==> src/rtl/fft_sequencer_if.sv <==
// Handshake and memory/engine buses between the FFT sequencer and its environment.
// The master side is the sequencer; the slave side is the testbench or top level.
interface fft_sequencer_if #(
  parameter int DATA_W = 32
);
  logic              i_start;
  logic              i_abort;
  logic [2:0]        i_point_configuration;
  logic              i_in_valid;
  logic              o_in_ready;
  logic [DATA_W-1:0] i_in_data;
  logic              o_sram_wr_en;
  logic [9:0]        o_sram_wr_addr;
  logic [DATA_W-1:0] o_sram_wr_data;
  logic              o_sram_rd_en;
  logic [9:0]        o_sram_rd_addr;
  logic              o_sram_rd_bank;
  logic [DATA_W-1:0] i_sram_rd_data;
  logic              o_engine_resetn;
  logic [2:0]        o_engine_cfg;
  logic              o_working;
  logic              i_fft_done;
  logic              o_out_valid;
  logic              i_out_ready;
  logic [DATA_W-1:0] o_out_data;
  logic              o_busy;
  logic              o_done;

  modport master (
    input  i_start, i_abort, i_point_configuration, i_in_valid, i_in_data,
           i_sram_rd_data, i_fft_done, i_out_ready,
    output o_in_ready, o_sram_wr_en, o_sram_wr_addr, o_sram_wr_data,
           o_sram_rd_en, o_sram_rd_addr, o_sram_rd_bank, o_engine_resetn,
           o_engine_cfg, o_working, o_out_valid, o_out_data, o_busy, o_done
  );

  modport slave (
    output i_start, i_abort, i_point_configuration, i_in_valid, i_in_data,
           i_sram_rd_data, i_fft_done, i_out_ready,
    input  o_in_ready, o_sram_wr_en, o_sram_wr_addr, o_sram_wr_data,
           o_sram_rd_en, o_sram_rd_addr, o_sram_rd_bank, o_engine_resetn,
           o_engine_cfg, o_working, o_out_valid, o_out_data, o_busy, o_done
  );
endinterface

==> src/rtl/fft_sequencer.sv <==
// Sequences one FFT: load samples into bank 0, hold the stage engine in reset until
// the load settles, then stream the result bank out through a 2-entry FIFO.
//
// state   | meaning
// IDLE    | waiting for i_start
// LOAD    | accepting N input samples into bank 0
// COMPUTE | engine released one cycle after entry, waiting for i_fft_done
// UNLOAD  | reading N results from the final bank and streaming them out
module fft_sequencer #(
  parameter int DATA_W = 32
) (
  input  logic          clk,
  input  logic          i_resetn,
  fft_sequencer_if.master bus
);
  typedef enum logic [1:0] {IDLE, LOAD, COMPUTE, UNLOAD} state_t;

  state_t            state_q;
  logic [2:0]        cfg_q;
  logic [10:0]       n_pts;
  logic [10:0]       load_cnt_q;
  logic [10:0]       rd_cnt_q;
  logic [10:0]       out_cnt_q;
  logic              in_ready_q;
  logic              wr_en_q;
  logic [9:0]        wr_addr_q;
  logic [DATA_W-1:0] wr_data_q;
  logic              eng_rstn_q;
  logic              inflight_q;
  logic [DATA_W-1:0] fifo_q [2];
  logic              head_q;
  logic [1:0]        fifo_cnt_q;

  logic              in_hs;
  logic              abort_now;
  logic              pop;
  logic [2:0]        occ_next;
  logic              issue;
  logic              last_pop;
  logic              slot;

  assign n_pts     = 11'd8 << cfg_q;
  assign in_hs     = in_ready_q & bus.i_in_valid;
  assign abort_now = bus.i_abort & (state_q != IDLE);
  assign pop       = (fifo_cnt_q != 2'd0) & bus.i_out_ready;
  // Slots committed after this edge: current entries, the read in flight, minus a pop.
  assign occ_next  = {1'b0, fifo_cnt_q} + {2'b00, inflight_q} - {2'b00, pop};
  assign issue     = (state_q == UNLOAD) & ~bus.i_abort & (occ_next < 3'd2) &
                     (rd_cnt_q < n_pts);
  assign last_pop  = (state_q == UNLOAD) & pop & (out_cnt_q == n_pts - 11'd1);
  assign slot      = head_q ^ fifo_cnt_q[0];

  always_ff @(posedge clk or negedge i_resetn) begin
    if (!i_resetn) begin
      state_q    <= IDLE;
      cfg_q      <= 3'd0;
      load_cnt_q <= 11'd0;
      rd_cnt_q   <= 11'd0;
      out_cnt_q  <= 11'd0;
      in_ready_q <= 1'b0;
      wr_en_q    <= 1'b0;
      wr_addr_q  <= 10'd0;
      wr_data_q  <= '0;
      eng_rstn_q <= 1'b0;
      inflight_q <= 1'b0;
      fifo_q[0]  <= '0;
      fifo_q[1]  <= '0;
      head_q     <= 1'b0;
      fifo_cnt_q <= 2'd0;
    end else begin
      wr_en_q    <= in_hs;
      inflight_q <= issue;
      if (in_hs) begin
        wr_addr_q <= load_cnt_q[9:0];
        wr_data_q <= bus.i_in_data;
      end
      if (inflight_q) fifo_q[slot] <= bus.i_sram_rd_data;
      if (pop) head_q <= ~head_q;
      fifo_cnt_q <= fifo_cnt_q + {1'b0, inflight_q} - {1'b0, pop};
      if (issue) rd_cnt_q <= rd_cnt_q + 11'd1;
      if (pop) out_cnt_q <= out_cnt_q + 11'd1;

      if (abort_now) begin
        state_q    <= IDLE;
        load_cnt_q <= 11'd0;
        rd_cnt_q   <= 11'd0;
        out_cnt_q  <= 11'd0;
        in_ready_q <= 1'b0;
        wr_en_q    <= 1'b0;
        eng_rstn_q <= 1'b0;
        inflight_q <= 1'b0;
        head_q     <= 1'b0;
        fifo_cnt_q <= 2'd0;
      end else begin
        case (state_q)
          IDLE: begin
            if (bus.i_start) begin
              state_q    <= LOAD;
              cfg_q      <= bus.i_point_configuration;
              in_ready_q <= 1'b1;
              load_cnt_q <= 11'd0;
              rd_cnt_q   <= 11'd0;
              out_cnt_q  <= 11'd0;
              head_q     <= 1'b0;
              fifo_cnt_q <= 2'd0;
            end
          end
          LOAD: begin
            if (in_hs) begin
              load_cnt_q <= load_cnt_q + 11'd1;
              if (load_cnt_q == n_pts - 11'd1) begin
                state_q    <= COMPUTE;
                in_ready_q <= 1'b0;
              end
            end
          end
          COMPUTE: begin
            // The final bank-0 write lands in the first COMPUTE cycle, before release.
            if (!eng_rstn_q) begin
              eng_rstn_q <= 1'b1;
            end else if (bus.i_fft_done) begin
              eng_rstn_q <= 1'b0;
              state_q    <= UNLOAD;
            end
          end
          UNLOAD: begin
            if (last_pop) state_q <= IDLE;
          end
          default: state_q <= IDLE;
        endcase
      end
    end
  end

  assign bus.o_in_ready      = in_ready_q;
  assign bus.o_sram_wr_en    = wr_en_q;
  assign bus.o_sram_wr_addr  = wr_addr_q;
  assign bus.o_sram_wr_data  = wr_data_q;
  assign bus.o_sram_rd_en    = issue;
  assign bus.o_sram_rd_addr  = rd_cnt_q[9:0];
  // Odd stage counts (cfg+3) finish in bank 1.
  assign bus.o_sram_rd_bank  = (state_q != IDLE) & ~cfg_q[0];
  assign bus.o_engine_resetn = eng_rstn_q;
  assign bus.o_engine_cfg    = cfg_q;
  assign bus.o_working       = eng_rstn_q & ~bus.i_fft_done;
  assign bus.o_out_valid     = (fifo_cnt_q != 2'd0);
  assign bus.o_out_data      = fifo_q[head_q];
  assign bus.o_busy          = (state_q != IDLE);
  assign bus.o_done          = last_pop & ~bus.i_abort;
endmodule

==> src/flat_wrapper.sv <==
// flat-port wrapper written by rule: the top's interface ports become plain ports
module fft_sequencer_flat 
#(
  parameter int DATA_W = 32
)
  (clk, i_resetn, bus_i_start, bus_i_abort, bus_i_point_configuration, bus_i_in_valid, bus_i_in_data, bus_i_sram_rd_data, bus_i_fft_done, bus_i_out_ready, bus_o_in_ready, bus_o_sram_wr_en, bus_o_sram_wr_addr, bus_o_sram_wr_data, bus_o_sram_rd_en, bus_o_sram_rd_addr, bus_o_sram_rd_bank, bus_o_engine_resetn, bus_o_engine_cfg, bus_o_working, bus_o_out_valid, bus_o_out_data, bus_o_busy, bus_o_done);
  fft_sequencer_if #(.DATA_W(DATA_W)) bus_i ();
  input  logic clk;
  input  logic i_resetn;
  input wire logic [$bits(bus_i.i_start)-1:0] bus_i_start;
  input wire logic [$bits(bus_i.i_abort)-1:0] bus_i_abort;
  input wire logic [$bits(bus_i.i_point_configuration)-1:0] bus_i_point_configuration;
  input wire logic [$bits(bus_i.i_in_valid)-1:0] bus_i_in_valid;
  input wire logic [$bits(bus_i.i_in_data)-1:0] bus_i_in_data;
  input wire logic [$bits(bus_i.i_sram_rd_data)-1:0] bus_i_sram_rd_data;
  input wire logic [$bits(bus_i.i_fft_done)-1:0] bus_i_fft_done;
  input wire logic [$bits(bus_i.i_out_ready)-1:0] bus_i_out_ready;
  output wire logic [$bits(bus_i.o_in_ready)-1:0] bus_o_in_ready;
  output wire logic [$bits(bus_i.o_sram_wr_en)-1:0] bus_o_sram_wr_en;
  output wire logic [$bits(bus_i.o_sram_wr_addr)-1:0] bus_o_sram_wr_addr;
  output wire logic [$bits(bus_i.o_sram_wr_data)-1:0] bus_o_sram_wr_data;
  output wire logic [$bits(bus_i.o_sram_rd_en)-1:0] bus_o_sram_rd_en;
  output wire logic [$bits(bus_i.o_sram_rd_addr)-1:0] bus_o_sram_rd_addr;
  output wire logic [$bits(bus_i.o_sram_rd_bank)-1:0] bus_o_sram_rd_bank;
  output wire logic [$bits(bus_i.o_engine_resetn)-1:0] bus_o_engine_resetn;
  output wire logic [$bits(bus_i.o_engine_cfg)-1:0] bus_o_engine_cfg;
  output wire logic [$bits(bus_i.o_working)-1:0] bus_o_working;
  output wire logic [$bits(bus_i.o_out_valid)-1:0] bus_o_out_valid;
  output wire logic [$bits(bus_i.o_out_data)-1:0] bus_o_out_data;
  output wire logic [$bits(bus_i.o_busy)-1:0] bus_o_busy;
  output wire logic [$bits(bus_i.o_done)-1:0] bus_o_done;
  assign bus_i.i_start = bus_i_start;
  assign bus_i.i_abort = bus_i_abort;
  assign bus_i.i_point_configuration = bus_i_point_configuration;
  assign bus_i.i_in_valid = bus_i_in_valid;
  assign bus_i.i_in_data = bus_i_in_data;
  assign bus_i.i_sram_rd_data = bus_i_sram_rd_data;
  assign bus_i.i_fft_done = bus_i_fft_done;
  assign bus_i.i_out_ready = bus_i_out_ready;
  assign bus_o_in_ready = bus_i.o_in_ready;
  assign bus_o_sram_wr_en = bus_i.o_sram_wr_en;
  assign bus_o_sram_wr_addr = bus_i.o_sram_wr_addr;
  assign bus_o_sram_wr_data = bus_i.o_sram_wr_data;
  assign bus_o_sram_rd_en = bus_i.o_sram_rd_en;
  assign bus_o_sram_rd_addr = bus_i.o_sram_rd_addr;
  assign bus_o_sram_rd_bank = bus_i.o_sram_rd_bank;
  assign bus_o_engine_resetn = bus_i.o_engine_resetn;
  assign bus_o_engine_cfg = bus_i.o_engine_cfg;
  assign bus_o_working = bus_i.o_working;
  assign bus_o_out_valid = bus_i.o_out_valid;
  assign bus_o_out_data = bus_i.o_out_data;
  assign bus_o_busy = bus_i.o_busy;
  assign bus_o_done = bus_i.o_done;
  fft_sequencer #(.DATA_W(DATA_W)) u_core (.clk(clk), .i_resetn(i_resetn), .bus(bus_i));
endmodule
==> config.mk <==
export PLATFORM = sky130hd
export DESIGN_NAME = fft_sequencer_flat
export DESIGN_NICKNAME = d
export VERILOG_FILES = /design/src/rtl/fft_sequencer_if.sv /design/src/rtl/fft_sequencer.sv /design/src/flat_wrapper.sv
export SDC_FILE = /design/constraint.sdc
export NUM_CORES = 1
export LEC_CHECK = 0
export CORE_ASPECT_RATIO = 0.6
export CORE_UTILIZATION = 43
export CTS_CLUSTER_DIAMETER = 150
export CTS_CLUSTER_SIZE = 25
export DETAILED_ROUTE_END_ITERATION = 8
export PLACE_DENSITY_LB_ADDON = 0.12
export RECOVER_POWER = 25
export SLEW_MARGIN = 5
export SYNTH_ARGS = -nofsm -noshare
export SYNTH_HDL_FRONTEND = slang
export SYNTH_SLANG_ARGS = --single-unit
==> constraint.sdc <==
create_clock -name clk -period 4 [get_ports clk]
set_input_delay 0.4 -clock clk [delete_from_list [all_inputs] [get_ports clk]]
set_output_delay 0.4 -clock clk [all_outputs]
set_load 0.02 [all_outputs]
# After elaboration in Yosys (flattened, before gate mapping)
# Index checks and enable logic that the tools add are counted.
[classes] add_sub_neg=8 mul=0 div=0 magnitude_cmp=5 n_eq_ne=11 shift=1 muxes=44 n_bitwise=19 n_reduce_logical=10
[ops] cell="32-bit 2-to-1 mux" n=4
[ops] cell="11-bit 2-to-1 mux" n=11
[ops] cell="64-bit bitwise mux" n=1
[ops] cell="11-bit by 1-bit adder with 11-bit output, second input constant" n=3
[ops] cell="32-bit demux with 1-bit select" n=1
[ops] cell="11-bit == test" n=2
[ops] cell="11-bit one-hot mux with 2 select lines" n=1
[ops] cell="2-bit 2-to-1 mux" n=10
[ops] cell="1-bit 2-to-1 mux" n=14
[ops] cell="3-bit by 1-bit != test with 1-bit output, second input constant" n=4
[ops] cell="1-bit bitwise AND" n=11
[ops] cell="11-bit < comparator" n=1
[ops] cell="4-bit by 3-bit << shifter with 11-bit output, first input constant" n=1
[ops] cell="11-bit by 1-bit subtractor with 11-bit output, second input constant" n=1
[ops] cell="2-bit one-hot mux with 4 select lines" n=1
[ops] cell="3-bit by 2-bit != test with 1-bit output, second input constant" n=2
[ops] cell="3-bit AND reduction" n=2
[ops] cell="6-bit AND reduction" n=1
[ops] cell="2-bit nonzero test" n=3
[ops] cell="1-bit NOT" n=5
[ops] cell="2-bit == test, second input constant" n=2
[ops] cell="2-bit >= comparator, second input constant" n=2
[ops] cell="1-bit NOT with 2-bit output" n=2
[ops] cell="4-bit AND reduction" n=1
[ops] cell="12 further kinds" n=12
[totals] regBits=151 latch_bits=0 ram_bits=0 rom_bits=0 input_bits=74 output_inout_bits=96 word_cells=113 n_memories=0

# Depth between registers and ports, before layout
[depth] depth_word=10 ltp_mapped=14 mapped_depth_nobuf=13

# Worst setup path before layout
# No wires, ideal clock.
[synth_path] path_type="flip-flop to output port" start="register u_core.fifo_cnt_q[1]" end="output bus_o_sram_rd_en" arrival_ns=2.805 required_time_ns=3.600 path_slack_ns=0.795 stages_incl_launch_ff=13 path_buffers=1 path_cell_list="dfrtp_1 or2_1 nand2_1 inv_2 ha_1 inv_1 ha_1 inv_1 fa_1 nor4bb_1 nand3_1 clkbuf_1 nor2_1"
[synth_between] elab_chain_cells=6 elab_cells_between_ends=7 classes_between="add/sub: 2; order compare: 1; bitwise: 3; reduce/logical: 1"
[synth_rtl] item="start, declared" line="fft_sequencer.sv:32" source="logic [1:0] fifo_cnt_q;"
[synth_rtl] item="start signal, assigned" line="fft_sequencer.sv:79" source="fifo_cnt_q <= fifo_cnt_q + {1'b0, inflight_q} - {1'b0, pop};"
[synth_rtl] item="2-bit nonzero test"
[synth_rtl] item="named net bus_o_out_valid" line="flat_wrapper.sv:28" source="output wire logic [$bits(bus_i.o_out_valid)-1:0] bus_o_out_valid;"
[synth_rtl] item="1-bit bitwise AND" line="fft_sequencer.sv:45" source="assign pop = (fifo_cnt_q != 2'd0) & bus.i_out_ready;"
[synth_rtl] item="3-bit by 1-bit subtractor with 3-bit output" line="fft_sequencer.sv:47" source="assign occ_next = {1'b0, fifo_cnt_q} + {2'b00, inflight_q} - {2'b00, pop};"
[synth_rtl] item="3-bit by 2-bit < comparator with 1-bit output" line="fft_sequencer.sv:48" source="assign issue = (state_q == UNLOAD) & ~bus.i_abort & (occ_next < 3'd2) &"
[synth_rtl] item="1-bit bitwise AND (2 in series)" line="fft_sequencer.sv:48"
[synth_rtl] item="end, declared" line="flat_wrapper.sv:22" source="output wire logic [$bits(bus_i.o_sram_rd_en)-1:0] bus_o_sram_rd_en;"
# The timed path passes the listed nets, and every way through them passes these cells.

# Worst setup path in the final report
[layout_path] start="register u_core.cfg_q[0], in the netlist u_core.bus.o_engine_cfg[0]" end="output bus_o_done"
[layout_between] elab_chain_cells=5
[layout_rtl] item="start, declared" line="fft_sequencer.sv:19" source="logic [2:0] cfg_q;"
[layout_rtl] item="start signal, assigned" line="fft_sequencer.sv:99" source="cfg_q <= bus.i_point_configuration;"
[layout_rtl] item="4-bit by 3-bit << shifter with 11-bit output" line="fft_sequencer.sv:42" source="assign n_pts = 11'd8 << cfg_q;"
[layout_rtl] item="11-bit by 1-bit subtractor with 11-bit output" line="fft_sequencer.sv:50" source="assign last_pop = (state_q == UNLOAD) & pop & (out_cnt_q == n_pts - 11'd1);"
[layout_rtl] item="11-bit == test" line="fft_sequencer.sv:50"
[layout_rtl] item="1-bit bitwise AND" line="fft_sequencer.sv:50"
[layout_rtl] item="1-bit bitwise AND" line="fft_sequencer.sv:149" source="assign bus.o_done = last_pop & ~bus.i_abort;"
[layout_rtl] item="end, declared" line="flat_wrapper.sv:31" source="output wire logic [$bits(bus_i.o_done)-1:0] bus_o_done;"
# No other way between the ends.

==> impl_metrics.yaml <==
routing:
  routedWlPerCell_um: 15.8
  routed_wl_mm: 15.7
  avgViaCountPerCell: 5.08
  drt_pre_antenna_iters: 4
  num_vias: 5047
  final_antenna_net_count: 0
  drcViolationCount: 0
  initialDrtViolationCount: 258
yosys:
  ys_ff_latch: 151
  avgSynthCellArea_um2: 12.2
  yosys-mux-area-fraction: 0.222
  synth_fa_ha_area_frac: 0.0336
  synth-simple-area-share: 0.100
  synthFlopType: "sky130_fd_sc_hd__dfrtp_1"
  mappedNetlistArea_um2: 7290
  synthesis.yosys.warnings: 0
  dominant_combinational_cell_family_by_area_after_synthesis: "multiplexers"
  synth.net_count: 693
  synth-compound-area-share: 0.0436
  postSynthCellCount: 600
  synth.distinct_cells: 54
  synth_sequential_area_ratio: 0.518
  synth_xor_area_frac: 0.0456
  synth_edf_count: 0
  postSynth.asyncResetShare: 1.00
power_and_ir_drop:
  netSwitchingPower_mw: 2.62
  max-vdd-ir-drop_uv: 475
  internal-power_mw: 4.74
  static-leakage-power_nw: 4.07
  clock_power_share: 0.219
  pwr_density_cell_nw_per_um2: 758
  sequential_group_share_of_total_power: 0.319
  switching_share: 0.356
  comb_power_share: 0.462
sta:
  fin_worst_hold_slack_ps: 487
  timing.final.ws_setup_ps: 249
  max_freq_mhz: 267
  report.final.hold_viol_count: 0
  max_slew.worst_pin.slew_ps: 2350
  finalClockSkew_ps: 7.91
  fin_setup_tns_ps: 0
  rsz0062_at_grt: "false"
  fin_crit_sh: 0.938
  min_period_ps: 3750
  max_slew_vio_count: 95
  maxSlewHeadroom: -0.564
  timing.final.setup_violations: 0
critical_path:
  worstSetupPathType: "reg -> out"
  crit_slowest_cell: "sky130_fd_sc_hd__clkdlybuf4s50_1"
  r2r_cells: 14
  startpoint_type: "register"
  signal_arrival_time_at_the_worst_endpoint_ps: 3350
  kind_of_end_point_of_the_critical_path: "primary output"
  cp_max_fo: 14
  worst_ep_required_time_ps: 3600
  crit_path_cell_trace: "or3b_2, ha_1, or3_1, a31oi_1, nand4_1, nor2_1, clkdlybuf4s50_1"
  worstSetupStartpoint: "u_core.bus.o_engine_cfg[0]"
  regToRegStartpoint: "u_core.fifo_cnt_q[1]"
  timing.critical_path.slowest_cell_delay_ps: 620
  rr_endpoint: "u_core.rd_cnt_q[3]"
  register_to_register_path_setup_slack_ps: 820
global_routing:
  grt_first_pass_wirelength_mm: 26.1
  antenna_violations_before_repair: 0
  grt_pass1_vias: 5099
  grt_residual_overflow: 0
  grt_start_max_net_pins: 95
  grt_usage: 0.192
clocking:
  clock_path_buffers: 2
  tritoncts.num_buffers: 17
  worst_skew_pair.late_latency_ps: 420
  clock-root-buffer: "sky130_fd_sc_hd__clkbuf_16"
  clock_tree.htree_level_count: 4
  clock_sink_count: 151
  tritoncts_clock_tree: "yes"
  hold_buffers: 0
  clk_pin_slew_worst_paths_ps: 60
  cts_setup_buffers: 0
placed_design:
  port_buffer_cells: 169
  place_inst: 962
  dp_slack_ps: 305
  gpl.final_weighted_congestion: 0.805
  hpwlAfterDp_mm: 11.1
  placement.cell_area_um2: 9120
finish:
  areaGrowthSynthToFinish_pct: 33.0
  final_cell_mix: "sky130_fd_sc_hd__clkdlybuf4s50_1 (167), sky130_fd_sc_hd__dfrtp_1 (151), sky130_fd_sc_hd__mux2_2 (111)"
  fin_cells: 994
  insertedDiodeCount: 0
  nFillCells: 1361
  post_route_cells_drive_above_1_share: 0.211
  most_frequent_standard_cell_in_the_layout_excluding_fill_and_tap_cells: "sky130_fd_sc_hd__clkdlybuf4s50_1"
  final_net_count: 846
  stdcell_area_um2: 9700
die:
  io_pins: 170
  row_count: 36
  chipWidth_um: 170
  core-area_um2: 16400
  starting_density_of_the_core: 0.445
  die_h_um: 103
  die-area_um2: 17500
run_status:
  run_status: "finished with violations"
  failed_checks: "capacitance limit, slew limit"
job:
  max_capacitance_violation_count: 1
worst_hold_path:
  hp-start: "u_core.fifo_q[57]"
  hold-path-cell-count: 1
  hold_path_end: "u_core.fifo_q[57]"
  hp-class: "reg -> reg"
synthesized netlist by cell type (6+ instances only):
cell type	number	area (µm²)
sky130_fd_sc_hd__dfrtp_1	151	3780
sky130_fd_sc_hd__mux2_2	111	1250
sky130_fd_sc_hd__nor2_1	39	146
sky130_fd_sc_hd__nand2_1	34	128
sky130_fd_sc_hd__mux2_1	30	338
sky130_fd_sc_hd__clkbuf_1	21	78.8
sky130_fd_sc_hd__xnor2_1	21	184
sky130_fd_sc_hd__nand3_1	20	100
sky130_fd_sc_hd__ha_1	18	225
sky130_fd_sc_hd__xor2_1	17	149
sky130_fd_sc_hd__inv_1	12	45.0
sky130_fd_sc_hd__a21oi_1	11	55.1
sky130_fd_sc_hd__buf_4	11	82.6
sky130_fd_sc_hd__o21ai_0	10	50.1
sky130_fd_sc_hd__and3_1	7	43.8
sky130_fd_sc_hd__buf_2	7	35.0
sky130_fd_sc_hd__nand4_1	7	43.8
sky130_fd_sc_hd__nor3_1	6	30.0
sky130_fd_sc_hd__nor4_1	6	37.5
cell type report:
type	instances	area, µm²	area share
flip-flops and latches	151	3780	0.389
multi-input cells	392	3250	0.334
repair buffers	178	1750	0.180
clock buffers	19	453	0.0467
well taps	228	285	0.0294
clock inverters	13	144	0.0148
inverters	13	48.8	0.00503
per-stage QoR:
step | power [mW] | utilization
2_1_floorplan | 4.47 | -
3_3_place_gp | 5.68 | 0.556
3_5_place_dp | 5.78 | 0.556
4_1_cts | 7.44 | 0.592
5_1_grt | 7.82 | 0.592
6_report | 7.35 | 0.592
flip-flops by register name, indices dropped and copies added, names as in the netlist:
register,count
u_core.fifo_q,64
u_core.bus.o_sram_wr_data,32
u_core.load_cnt_q,11
u_core.out_cnt_q,11
u_core.rd_cnt_q,11
u_core.bus.o_sram_wr_addr,10
u_core.bus.o_engine_cfg,3
u_core.fifo_cnt_q,2
u_core.state_q,2
u_core.bus.o_engine_resetn,1
u_core.bus.o_in_ready,1
u_core.bus.o_sram_wr_en,1
u_core.head_q,1
u_core.inflight_q,1
worst max-delay path: cells and delay by family, from the launching register on:
kind                       cells  cell delay, ps
adders and majority gates      1             390
and+or+nand+nor                4            1260
DFF                            1             440
buffers and inverters          1             620
AOI/OAI and AO/OA              1             220
metal layers:
layer  GRT usage  vias to the layer above  wire, µm
met5           0                        -         0
met4      0.0686                        0       208
met3      0.0580                       17      1250
met2       0.286                      142      6790
met1       0.267                     2486      7470
li1            -                     2402         -
cell families after synthesis:
group | Yosys count
AO/OA/AOI/OAI | 46
flip-flops | 151
adder cells (fa/ha/maj) | 19
XOR/XNOR | 38
buffers and inverters | 57
multiplexers | 144
AND/OR/NAND/NOR | 145
power by group through the flow:
stage	registers (mW)	clock network (mW)	logic (mW)
floorplan	2.46	0	2.01
global placement	2.32	0	3.36
detailed placement	2.37	0	3.41
CTS	2.35	1.66	3.44
global route	2.42	1.73	3.68
finish	2.34	1.61	3.40
worst max path at each step:
stage,endpoint,cells past startpoint
2_1_floorplan,bus_o_sram_rd_en,12
3_3_place_gp,bus_o_sram_rd_en,12
3_5_place_dp,bus_o_sram_rd_en,12
4_1_cts,bus_o_done,8
5_1_grt,bus_o_sram_rd_en,12
6_report,bus_o_done,7
repair_timing:
item / 4_1_cts / 5_1_grt
hold endpoints to repair: 0 / 0
endpoints found under the setup margin: 1 / 0
gates resized for setup: 1 / 0
No activity file was read; power rests on OpenSTA's default activity.
